===== config.mk =====
export PLATFORM = sky130hd
export DESIGN_NAME = tag_dispatch_flat
export DESIGN_NICKNAME = d
export VERILOG_FILES = /design/src/rtl/tag_dispatch_if.sv /design/src/rtl/tag_dispatch.sv /design/src/flat_wrapper.sv
export SDC_FILE = /design/constraint.sdc
export NUM_CORES = 1
export LEC_CHECK = 0
export CORE_ASPECT_RATIO = 1.2
export CORE_MARGIN = 2
export CORE_UTILIZATION = 43
export CTS_CLUSTER_DIAMETER = 80
export DETAILED_ROUTE_END_ITERATION = 8
export PLACE_DENSITY = 0.91
export SYNTH_ARGS = -nofsm -noshare
export SYNTH_HDL_FRONTEND = slang
export SYNTH_SLANG_ARGS = --single-unit
export TNS_END_PERCENT = 1

===== constraint.sdc =====
create_clock -name clk -period 4.8 [get_ports clk]
set_clock_uncertainty 0.05 [all_clocks]
set_input_delay 0.48 -clock clk [delete_from_list [all_inputs] [get_ports clk]]
set_output_delay 0.48 -clock clk [all_outputs]
set_load 0.01 [all_outputs]

===== src/rtl/tag_dispatch_if.sv =====
// tag_dispatch_if: tag handshake, ingress AXI-Stream and core fan-out bundle.
// Rev 1.0
`default_nettype none

interface tag_dispatch_if #(
  parameter int TAG_SZ     = 5,
  parameter int N_CORES    = 32,
  parameter int DATA_WIDTH = 64
);
  logic [TAG_SZ-1:0]     tag;
  logic                  rdy;
  logic                  ack;
  logic [DATA_WIDTH-1:0] s_tdata;
  logic                  s_tvalid;
  logic                  s_tlast;
  logic                  s_tready;
  logic [DATA_WIDTH-1:0] core_data;
  logic                  core_last;
  logic [N_CORES-1:0]    core_vld;
  logic [N_CORES-1:0]    core_rdy;

  modport slave (
    input  tag, rdy, s_tdata, s_tvalid, s_tlast, core_rdy,
    output ack, s_tready, core_data, core_last, core_vld
  );

  modport master (
    output tag, rdy, s_tdata, s_tvalid, s_tlast, core_rdy,
    input  ack, s_tready, core_data, core_last, core_vld
  );
endinterface

`default_nettype wire


===== src/rtl/tag_dispatch.sv =====
// tag_dispatch: accepts one core tag per packet, then routes that packet to the tagged core.
// Rev 1.0
`default_nettype none

module tag_dispatch #(
  parameter int TAG_SZ     = 5,
  parameter int N_CORES    = 32,
  parameter int DATA_WIDTH = 64
) (
  input  logic           clk,
  input  logic           rst,
  tag_dispatch_if.slave  bus
);

  typedef enum logic [1:0] {
    IDLE   = 2'd0,
    STREAM = 2'd1,
    DRAIN  = 2'd2,
    DROP   = 2'd3
  } state_t;

  state_t                state, next_state;
  logic [TAG_SZ-1:0]     sel;
  logic                  out_vld;
  logic [DATA_WIDTH-1:0] core_data;
  logic                  core_last;

  logic                  ack;
  logic                  s_tready;
  logic                  latch_tag;
  logic                  load;
  logic                  clear;
  logic                  sel_rdy;
  logic                  in_range;
  logic [N_CORES-1:0]    core_vld;

  // Unsigned compare one bit wider so N_CORES == 2**TAG_SZ still fits.
  assign in_range = {1'b0, bus.tag} < (TAG_SZ+1)'(N_CORES);

  // Only the selected core's ready matters; out-of-range sel never streams.
  always_comb begin
    sel_rdy  = 1'b0;
    core_vld = '0;
    for (int i = 0; i < N_CORES; i++) begin
      if (sel == TAG_SZ'(i)) begin
        sel_rdy     = bus.core_rdy[i];
        core_vld[i] = out_vld;
      end
    end
  end

  always_ff @(posedge clk or negedge rst) begin
    if (!rst) begin
      state <= IDLE;
    end else begin
      state <= next_state;
    end
  end

  // ack depends only on state, so no combinational path back into the tree.
  always_comb begin
    next_state = state;
    ack        = 1'b0;
    s_tready   = 1'b0;
    latch_tag  = 1'b0;
    load       = 1'b0;
    clear      = 1'b0;
    case (state)
      IDLE: begin
        ack = 1'b1;
        if (bus.rdy) begin
          latch_tag  = 1'b1;
          next_state = in_range ? STREAM : DROP;
        end
      end
      STREAM: begin
        s_tready = !out_vld || sel_rdy;
        load     = bus.s_tvalid && s_tready;
        clear    = out_vld && sel_rdy;
        if (load && bus.s_tlast) begin
          next_state = DRAIN;
        end
      end
      DRAIN: begin
        clear = out_vld && sel_rdy;
        if (!out_vld || sel_rdy) begin
          next_state = IDLE;
        end
      end
      DROP: begin
        s_tready = 1'b1;
        if (bus.s_tvalid && bus.s_tlast) begin
          next_state = IDLE;
        end
      end
      default: next_state = IDLE;
    endcase
  end

  always_ff @(posedge clk or negedge rst) begin
    if (!rst) begin
      sel       <= '0;
      out_vld   <= 1'b0;
      core_data <= '0;
      core_last <= 1'b0;
    end else begin
      if (latch_tag) begin
        sel <= bus.tag;
      end
      if (load) begin
        out_vld   <= 1'b1;
        core_data <= bus.s_tdata;
        core_last <= bus.s_tlast;
      end else if (clear) begin
        out_vld <= 1'b0;
      end
    end
  end

  assign bus.ack       = ack;
  assign bus.s_tready  = s_tready;
  assign bus.core_data = core_data;
  assign bus.core_last = core_last;
  assign bus.core_vld  = core_vld;

endmodule

`default_nettype wire


===== src/flat_wrapper.sv =====
// flat-port wrapper written by rule: the top's interface ports become plain ports
module tag_dispatch_flat 
#(
  parameter int TAG_SZ     = 5,
  parameter int N_CORES    = 32,
  parameter int DATA_WIDTH = 64
)
  (clk, rst, bus_tag, bus_rdy, bus_s_tdata, bus_s_tvalid, bus_s_tlast, bus_core_rdy, bus_ack, bus_s_tready, bus_core_data, bus_core_last, bus_core_vld);
  tag_dispatch_if #(.TAG_SZ(TAG_SZ), .N_CORES(N_CORES), .DATA_WIDTH(DATA_WIDTH)) bus_i ();
  input  logic clk;
  input  logic rst;
  input wire logic [$bits(bus_i.tag)-1:0] bus_tag;
  input wire logic [$bits(bus_i.rdy)-1:0] bus_rdy;
  input wire logic [$bits(bus_i.s_tdata)-1:0] bus_s_tdata;
  input wire logic [$bits(bus_i.s_tvalid)-1:0] bus_s_tvalid;
  input wire logic [$bits(bus_i.s_tlast)-1:0] bus_s_tlast;
  input wire logic [$bits(bus_i.core_rdy)-1:0] bus_core_rdy;
  output wire logic [$bits(bus_i.ack)-1:0] bus_ack;
  output wire logic [$bits(bus_i.s_tready)-1:0] bus_s_tready;
  output wire logic [$bits(bus_i.core_data)-1:0] bus_core_data;
  output wire logic [$bits(bus_i.core_last)-1:0] bus_core_last;
  output wire logic [$bits(bus_i.core_vld)-1:0] bus_core_vld;
  assign bus_i.tag = bus_tag;
  assign bus_i.rdy = bus_rdy;
  assign bus_i.s_tdata = bus_s_tdata;
  assign bus_i.s_tvalid = bus_s_tvalid;
  assign bus_i.s_tlast = bus_s_tlast;
  assign bus_i.core_rdy = bus_core_rdy;
  assign bus_ack = bus_i.ack;
  assign bus_s_tready = bus_i.s_tready;
  assign bus_core_data = bus_i.core_data;
  assign bus_core_last = bus_i.core_last;
  assign bus_core_vld = bus_i.core_vld;
  tag_dispatch #(.TAG_SZ(TAG_SZ), .N_CORES(N_CORES), .DATA_WIDTH(DATA_WIDTH)) u_core (.clk(clk), .rst(rst), .bus(bus_i));
endmodule

==> results.rst <==
.. list-table::
   :header-rows: 1

   * - Metric
     - Value
   * - Clock-pin slew of the registers on the worst-case setup and hold paths
     - 90 ps
   * - Net Sw Frac
     - 34.5%
   * - Count of inserted antenna diode cells
     - 0
   * - Biggest cell delay along the critical path
     - roughly 970 ps
   * - Total die area
     - ~10000 um^2
   * - Clock network fraction of total power
     - 16.0%
   * - Internal power component
     - about 2.6 mW
   * - Average instance area after synthesis
     - roughly 12 um^2
   * - Worst path required time
     - ~4300 ps
   * - Sw power
     - around 1.4 mW
   * - Fraction of layout instances using a drive strength above 1
     - between 10% and 20%
   * - Vias per cell
     - 5.27
   * - Finished Cell Area
     - a little over 6000 um^2
   * - Worst setup endpoint
     - bus_s_tready
   * - Register bit total from synthesis
     - 73
   * - Headroom to the max-slew limit
     - between 30 and 40%
   * - Final std cells w/o fill
     - about 640
   * - Status
     - completed
   * - Core Footprint
     - roughly 8900 um^2
   * - Worst hold margin
     - 219 ps
   * - Commonest cells after routing, fill and taps aside
     - sky130_fd_sc_hd__clkdlybuf4s50_1, sky130_fd_sc_hd__dfrtp_1, sky130_fd_sc_hd__mux2_4
   * - Dominant synthesized flop cell
     - sky130_fd_sc_hd__dfrtp_1
   * - Width of the die
     - 91.0 um
   * - Placed Instance Area
     - between 5000 and 6000 um^2
   * - Number of buffers inserted during clock tree synthesis
     - 9
   * - Cell area after synthesis
     - approximately 3900 um^2
   * - Clock latency on the worst-skew pair
     - 340 ps
   * - Top-level port count
     - between 200 and 250
   * - Maximum buffer depth of the clock tree
     - 2
   * - Overall Power
     - ~4.0 mW
   * - Number of routed nets with antenna violations
     - 0
   * - Number of hold violations in the final report
     - 0
   * - Count of unresolved DRC violations after routing
     - 0
   * - Count of cells along the worst register-to-register path
     - 9
   * - Cells along the critical path
     - nand2_1, or3_1, o311ai_1, a311oi_2, a21oi_2, nor2_1, a21o_1, clkdlybuf4s50_1
   * - Total Routed Length
     - roughly 11 mm
   * - Via count of the first global-routing pass
     - between 3000 and 4000
   * - Sequential element share of the synthesized area
     - between 40% and 50%
   * - CTS tree
     - yes
   * - CP Launch Type
     - flop
   * - Gate count of the mapped netlist
     - around 320
   * - Post_cts resized
     - 0
   * - Port-buffer cells
     - between 200 and 250
   * - Setup slack at placement
     - between 1000 and 1500 ps
   * - Max capacitance violation total
     - 0
   * - Placed instance count
     - slightly above 600
   * - Worst setup slack after layout
     - ~960 ps
   * - Vert. Die Dim
     - 108 um
   * - Vias
     - about 3400
   * - Actual transition at the worst max-transition pin
     - approximately 950 ps
   * - Minimum clock period after layout
     - just under 4000 ps
   * - Share of the core filled with cells in the final layout
     - 69.2%
   * - Slew Limit Fails
     - 0
   * - Total congestion overflow after global routing
     - 0
   * - Max Clk Rate
     - between 0.2 and 0.3 GHz
   * - All-layer global routing usage
     - a little under a quarter
   * - Half-perimeter wire length after detailed placement
     - 8.65 mm
   * - CP arrival
     - between 3000 and 4000 ps
   * - Pre-antenna DRT Iters
     - 4
   * - DR WL/cell
     - about 18 um
   * - Setup TNS
     - 0 ps
   * - FF-to-FF setup slack
     - 1130 ps
   * - Most common cell after layout, fill and taps aside
     - sky130_fd_sc_hd__clkdlybuf4s50_1
   * - Async set-reset flop share out of synthesis
     - 100%
   * - Net count of the mapped netlist
     - approximately 430
   * - Net count of the finished layout
     - between 600 and 700
   * - Clock root buffer
     - sky130_fd_sc_hd__clkbuf_8
   * - Total number of yosys warnings
     - 0
   * - Largest voltage drop on the vdd net
     - ~0.00038 V
   * - Number of antenna violations at the first check in global routing
     - 0
   * - CP startpoint
     - u_core.sel[0]
   * - Reg2reg end
     - u_core.bus.core_data[23]
   * - Post-CTS setup repair buffer count
     - 0
   * - Combinational group share of total power
     - roughly 53%
   * - CTS sink count
     - 73
   * - Worst path slowest cell
     - sky130_fd_sc_hd__dfrtp_1
   * - Pin count of the biggest net entering global routing
     - 74
   * - Leak pwr
     - between 2 and 3 nW
   * - Origin of the critical flop-to-flop path
     - u_core.sel[0]
   * - Number of failing setup endpoints in the final timing report
     - 0
   * - Crit path max fanout
     - 30
   * - RSZ-0062 raised after global routing
     - false
   * - Number of core rows
     - 38
   * - Number of flops mapped to enable cells by yosys
     - 0
   * - Initial standard-cell utilization of the core
     - a little over two fifths
   * - Violation count after the first detailed-routing iteration
     - around 180
   * - Part of the total power dissipated in sequential elements
     - between 30% and 40%
   * - # H-tree levels
     - 3
   * - Post-synth cell types
     - 53
   * - HP Class
     - input pin to asynchronous set/reset pin
   * - Final Cycle Share
     - ~80%
   * - Global-route wire length before repair
     - 17.9 mm
   * - Power per cell area
     - around 640 nW/um^2
   * - Number of buffers added to fix hold violations after cts
     - 0
   * - Final GP Congestion
     - 0.989
   * - Critical setup path kind
     - flop to output port
   * - Crit end category
     - output port
   * - Post-synthesis to final-layout area growth
     - 58.5%
-- sequential cells by signal, indices dropped and copies added (netlist names) --
signal,count
u_core.bus.core_data,64
u_core.sel,5
u_core.out_vld,1
u_core.bus.core_last,1
u_core.state,2
-- critical path: cells and delay by family, from the launching register on --
family          cells  cell delay (ps)
simple gates        3              830
compound gates      4              690
flops               1              970
buf+inv             1              490
-- worst min-delay path by stage --
stage | startpoint | endpoint | slack [ps] | cells after the start
2_1_floorplan | rst | u_core.bus.core_data[0] | 130 | 0
3_3_place_gp | u_core.bus.core_data[6] | u_core.bus.core_data[6] | 440 | 1
3_5_place_dp | u_core.bus.core_data[11] | u_core.bus.core_data[11] | 450 | 1
4_1_cts | rst | u_core.bus.core_data[50] | 230 | 1
5_1_grt | rst | u_core.bus.core_data[61] | 280 | 1
6_report | rst | u_core.bus.core_data[50] | 220 | 1
-- cell usage after synthesis (2+ instances only) --
cell type	count	share of area (%)
sky130_fd_sc_hd__dfrtp_1	73	47
sky130_fd_sc_hd__mux2_4	40	15
sky130_fd_sc_hd__nor2_1	39	3.8
sky130_fd_sc_hd__mux2_2	31	8.9
sky130_fd_sc_hd__nand2_1	12	1.2
sky130_fd_sc_hd__inv_1	11	1.1
sky130_fd_sc_hd__a21oi_1	9	1.2
sky130_fd_sc_hd__nand2b_1	8	1.3
sky130_fd_sc_hd__buf_4	6	1.2
sky130_fd_sc_hd__nand3_1	6	0.77
sky130_fd_sc_hd__mux2i_1	5	1.3
sky130_fd_sc_hd__nand3b_1	5	0.96
sky130_fd_sc_hd__nor3_1	5	0.64
sky130_fd_sc_hd__buf_12	4	2.1
sky130_fd_sc_hd__buf_2	4	0.51
sky130_fd_sc_hd__ha_1	4	1.3
sky130_fd_sc_hd__o21ai_0	4	0.51
sky130_fd_sc_hd__nand4b_1	3	0.67
sky130_fd_sc_hd__nor2b_1	3	0.48
sky130_fd_sc_hd__o32ai_1	3	0.67
sky130_fd_sc_hd__a211oi_1	2	0.38
sky130_fd_sc_hd__a21o_1	2	0.38
sky130_fd_sc_hd__a2bb2oi_1	2	0.45
sky130_fd_sc_hd__a41oi_1	2	0.45
sky130_fd_sc_hd__buf_1	2	0.19
sky130_fd_sc_hd__buf_6	2	0.58
sky130_fd_sc_hd__nor3b_1	2	0.38
sky130_fd_sc_hd__or3b_1	2	0.45
-- power groups by stage --
stage / clock network [mW] / logic, mW / registers [mW]
3_3_place_gp: 0 / 2.04 / 1.22
5_1_grt: 0.687 / 2.23 / 1.30
3_5_place_dp: 0 / 2.09 / 1.25
6_report: 0.639 / 2.09 / 1.25
2_1_floorplan: 0 / 1.23 / 1.24
4_1_cts: 0.655 / 2.11 / 1.25
-- routing by layer --
| layer | vias up | GRT usage, % | routed length (um) |
|---|---|---|---|
| li1 | 1520 | - | - |
| met1 | 1589 | 26.1 | 4100 |
| met2 | 224 | 40.2 | 5910 |
| met3 | 29 | 8.78 | 1160 |
| met4 | 0 | 8.33 | 304 |
| met5 | - | 0 | 0 |
-- layout make-up --
| class | instances | area (um^2) |
|---|---|---|
| fill | 661 | 2750 |
| timing repair buffer | 205 | 2060 |
| multi-input combinational | 213 | 1840 |
| sequential | 73 | 1830 |
| tap | 120 | 150 |
| clock inverter | 6 | 138 |
| clock buffer | 10 | 128 |
| inverter | 11 | 41.3 |
-- cell families (layout without fill, tap and decap cells) --
kind of cell               after synthesis  in the layout  share of synthesized area [%]
and+or+nand+nor                         92             92                           11.9
muxes                                   77             77                           26.2
DFF                                     73             73                           46.8
AOI/OAI and AO/OA                       40             40                           7.92
buffers and inverters                   30            232                           5.93
adders and majority gates                4              4                           1.28
Power figures use the tool's default switching activity.
==> variant: new RTL, same settings <==
`TAG_SZ` is set to 5 in 3 places; all go to 4.
--- a/src/rtl/tag_dispatch_if.sv
+++ b/src/rtl/tag_dispatch_if.sv
@@ -4,5 +4,5 @@
 
 interface tag_dispatch_if #(
-  parameter int TAG_SZ     = 5,
+  parameter int TAG_SZ     = 4,
   parameter int N_CORES    = 32,
   parameter int DATA_WIDTH = 64
--- a/src/rtl/tag_dispatch.sv
+++ b/src/rtl/tag_dispatch.sv
@@ -4,5 +4,5 @@
 
 module tag_dispatch #(
-  parameter int TAG_SZ     = 5,
+  parameter int TAG_SZ     = 4,
   parameter int N_CORES    = 32,
   parameter int DATA_WIDTH = 64
--- a/src/flat_wrapper.sv
+++ b/src/flat_wrapper.sv
@@ -2,5 +2,5 @@
 module tag_dispatch_flat 
 #(
-  parameter int TAG_SZ     = 5,
+  parameter int TAG_SZ     = 4,
   parameter int N_CORES    = 32,
   parameter int DATA_WIDTH = 64
Ports: changed (resized bus_tag); port bits go from 205 to 204. The function was not compared with the original's and may differ.
==> variant against the original RTL <==
Power decreased by 14%. Critical endpoint unchanged. Sequential cell count shrank 1. Routed wire length shrank 22%. Die area shrank 10%. Synthesized area decreased by 11%. Largest power group unchanged. Final area is 12% lower. Utilization grew 1.0 points. Count of clock-buffer cells in the layout down 1. Sequential share of layout area grew 3.6 points. First-iteration DRC count decreased by 63%. Cell count shrank 18%. Synthesized cell count down 20%. Setup slack improved by 0.59 ns.
==> variant: results (changes against the original RTL) <==
fraction of layout cells with a size suffix above 1=22.0% (+3.7 points); GPL Wtd Cong=0.866 (-12%); Detail Placement HPWL=6890 microns (-20%); register area share after synthesis=51.7% (+4.9 points); final hold viol count=0 (unchanged); gr usage total=20.7% (-2.5 points); nets=535 (-14%); synth unique cells=36 (-32%); switching power=1140 uW (-17%); largest net degree at the start of global routing=67 (-9.5%); CTS resizes=0 (unchanged); H-Tree Level Count=3 (unchanged); via count=2673 (-20%); Pleak=0.00229 uW (-9.5%); drt first pass iters=4 (unchanged); CP delay by family, top=compound AO/OA/AOI/OAI gates; vias in the first global route=2865 (-16%); status=finished, final reports clean; CP max FO=14 (-53%); clk slew on worst S/H paths=about 0.080 ns; DP Area=0.00525 sq mm (-11%); WL final=8970 microns (-22%); Regs by FF count=u_core.bus.core_data x64, u_core.sel x4, u_core.state x2; synth top area cells=dfrtp_1, mux2_4, mux2_2; Seq pwr share=33.6% (+2.1 points); Top FF cell, synth=dfrtp_1; Hold Crit Class=in2async; Fillers=547 (-17%); PortBufs=187 (-8.3%); comb pwr=1810 uW (-13%); Slew HR=28.7% (-8.2 points); Arr. time, crit path=2.73 ns (-0.58 ns); Worst-Skew Late Latency=approximately 0.33 ns; n_diodes=0 (unchanged); global-route wire length before repair=14000 microns (-22%); DRT iter0 DRCs=67 (-63%); VDD IR-drop max=0.354 mV (-5.8%); CP max stage delay=0.67 ns (-0.30 ns); number of synthesized flops with an enable pin=0 (unchanged); Syn. warnings=0 (unchanged); top cells by count, synth=dfrtp_1, mux2_4, mux2_2; syn nets=363 (-15%); slowest CP cell=dfrtp_1
[variant: cell types whose count changed after synthesis, moves of 4 or more]
cell      unedited run  this run
buf_4                6        16
nor2_1              39        23
inv_1               11         5
nand3b_1             5         0
a21oi_1              9         3
buf_6                2         7
nand2_1             12         8
nor3_1               5         1
buf_12               4         0
nand2b_1             8         2
[variant: worst paths after layout]
| check | start | endpoint | slack (ns) | cells past startpoint |
|---|---|---|---|---|
| max | u_core.sel[0]$_DFFE_PN0P_ | bus_s_tready | 1.54 | 7 |
| min | rst | u_core.bus.core_data[30]$_DFFE_PN0P_ | 0.15 | 1 |
| max reg2reg | u_core.sel[0]$_DFFE_PN0P_ | u_core.bus.core_data[50]$_DFFE_PN0P_ | 1.55 | 7 |
| min reg2reg | u_core.bus.core_data[5]$_DFFE_PN0P_ | u_core.bus.core_data[5]$_DFFE_PN0P_ | 0.46 | 1 |
| max in group asynchronous | rst | u_core.bus.core_data[17]$_DFFE_PN0P_ | 3.54 | 2 |
| min in group clk | u_core.bus.core_data[5]$_DFFE_PN0P_ | u_core.bus.core_data[5]$_DFFE_PN0P_ | 0.46 | 1 |
[variant: layer usage]
layer	vias to the layer above	share of wire (%)	routed length (microns)	track usage, %
li1	1212	-	-	-
met1	1299	35	3140	21.8
met2	141	55	4930	38.6
met3	21	7.6	679	5.92
met4	0	2.4	215	8.42
met5	-	0	0	0
[variant: worst register-to-register path: cells and delay by family (launching register included)]
family,cells,cell delay (ns)
and+or+nand+nor,2,1.19
AOI/OAI and AO/OA,4,0.74
DFF,1,0.67
muxes,1,0.48
[variant: area by class of cell]
| class | count | area (sq um) | share of cell area, % |
|---|---|---|---|
| tap | 92 | 115 | 2.11 |
| inverter | 5 | 18.8 | 0.345 |
| clock inverter | 7 | 70.1 | 1.29 |
| timing repair buffer | 188 | 1870 | 34.4 |
| sequential | 72 | 1800 | 33.1 |
| clock buffer | 9 | 124 | 2.27 |
| multi-input combinational | 150 | 1440 | 26.5 |
[variant: logic make-up after synthesis]
family	count (synthesis)	synth area share [%]
compound gates	25	5.14
fa+ha+maj	4	1.44
buf+inv	32	6.83
flops	72	51.7
mux	75	28.4
simple gates	46	6.50
[variant: stage by stage]
step / hold slack, ns / instances / worst slack, ns / power, uW / util (%)
2_1_floorplan: 0.134 / 254 / 2.52 / 2140 / -
3_3_place_gp: 0.439 / 507 / 1.44 / 2920 / 67.8
3_5_place_dp: 0.444 / 507 / 1.40 / 2980 / 67.8
4_1_cts: 0.178 / 523 / 1.51 / 3480 / 70.3
5_1_grt: 0.222 / 523 / 1.32 / 3660 / 70.3
6_report: 0.154 / 523 / 1.54 / 3440 / 70.3
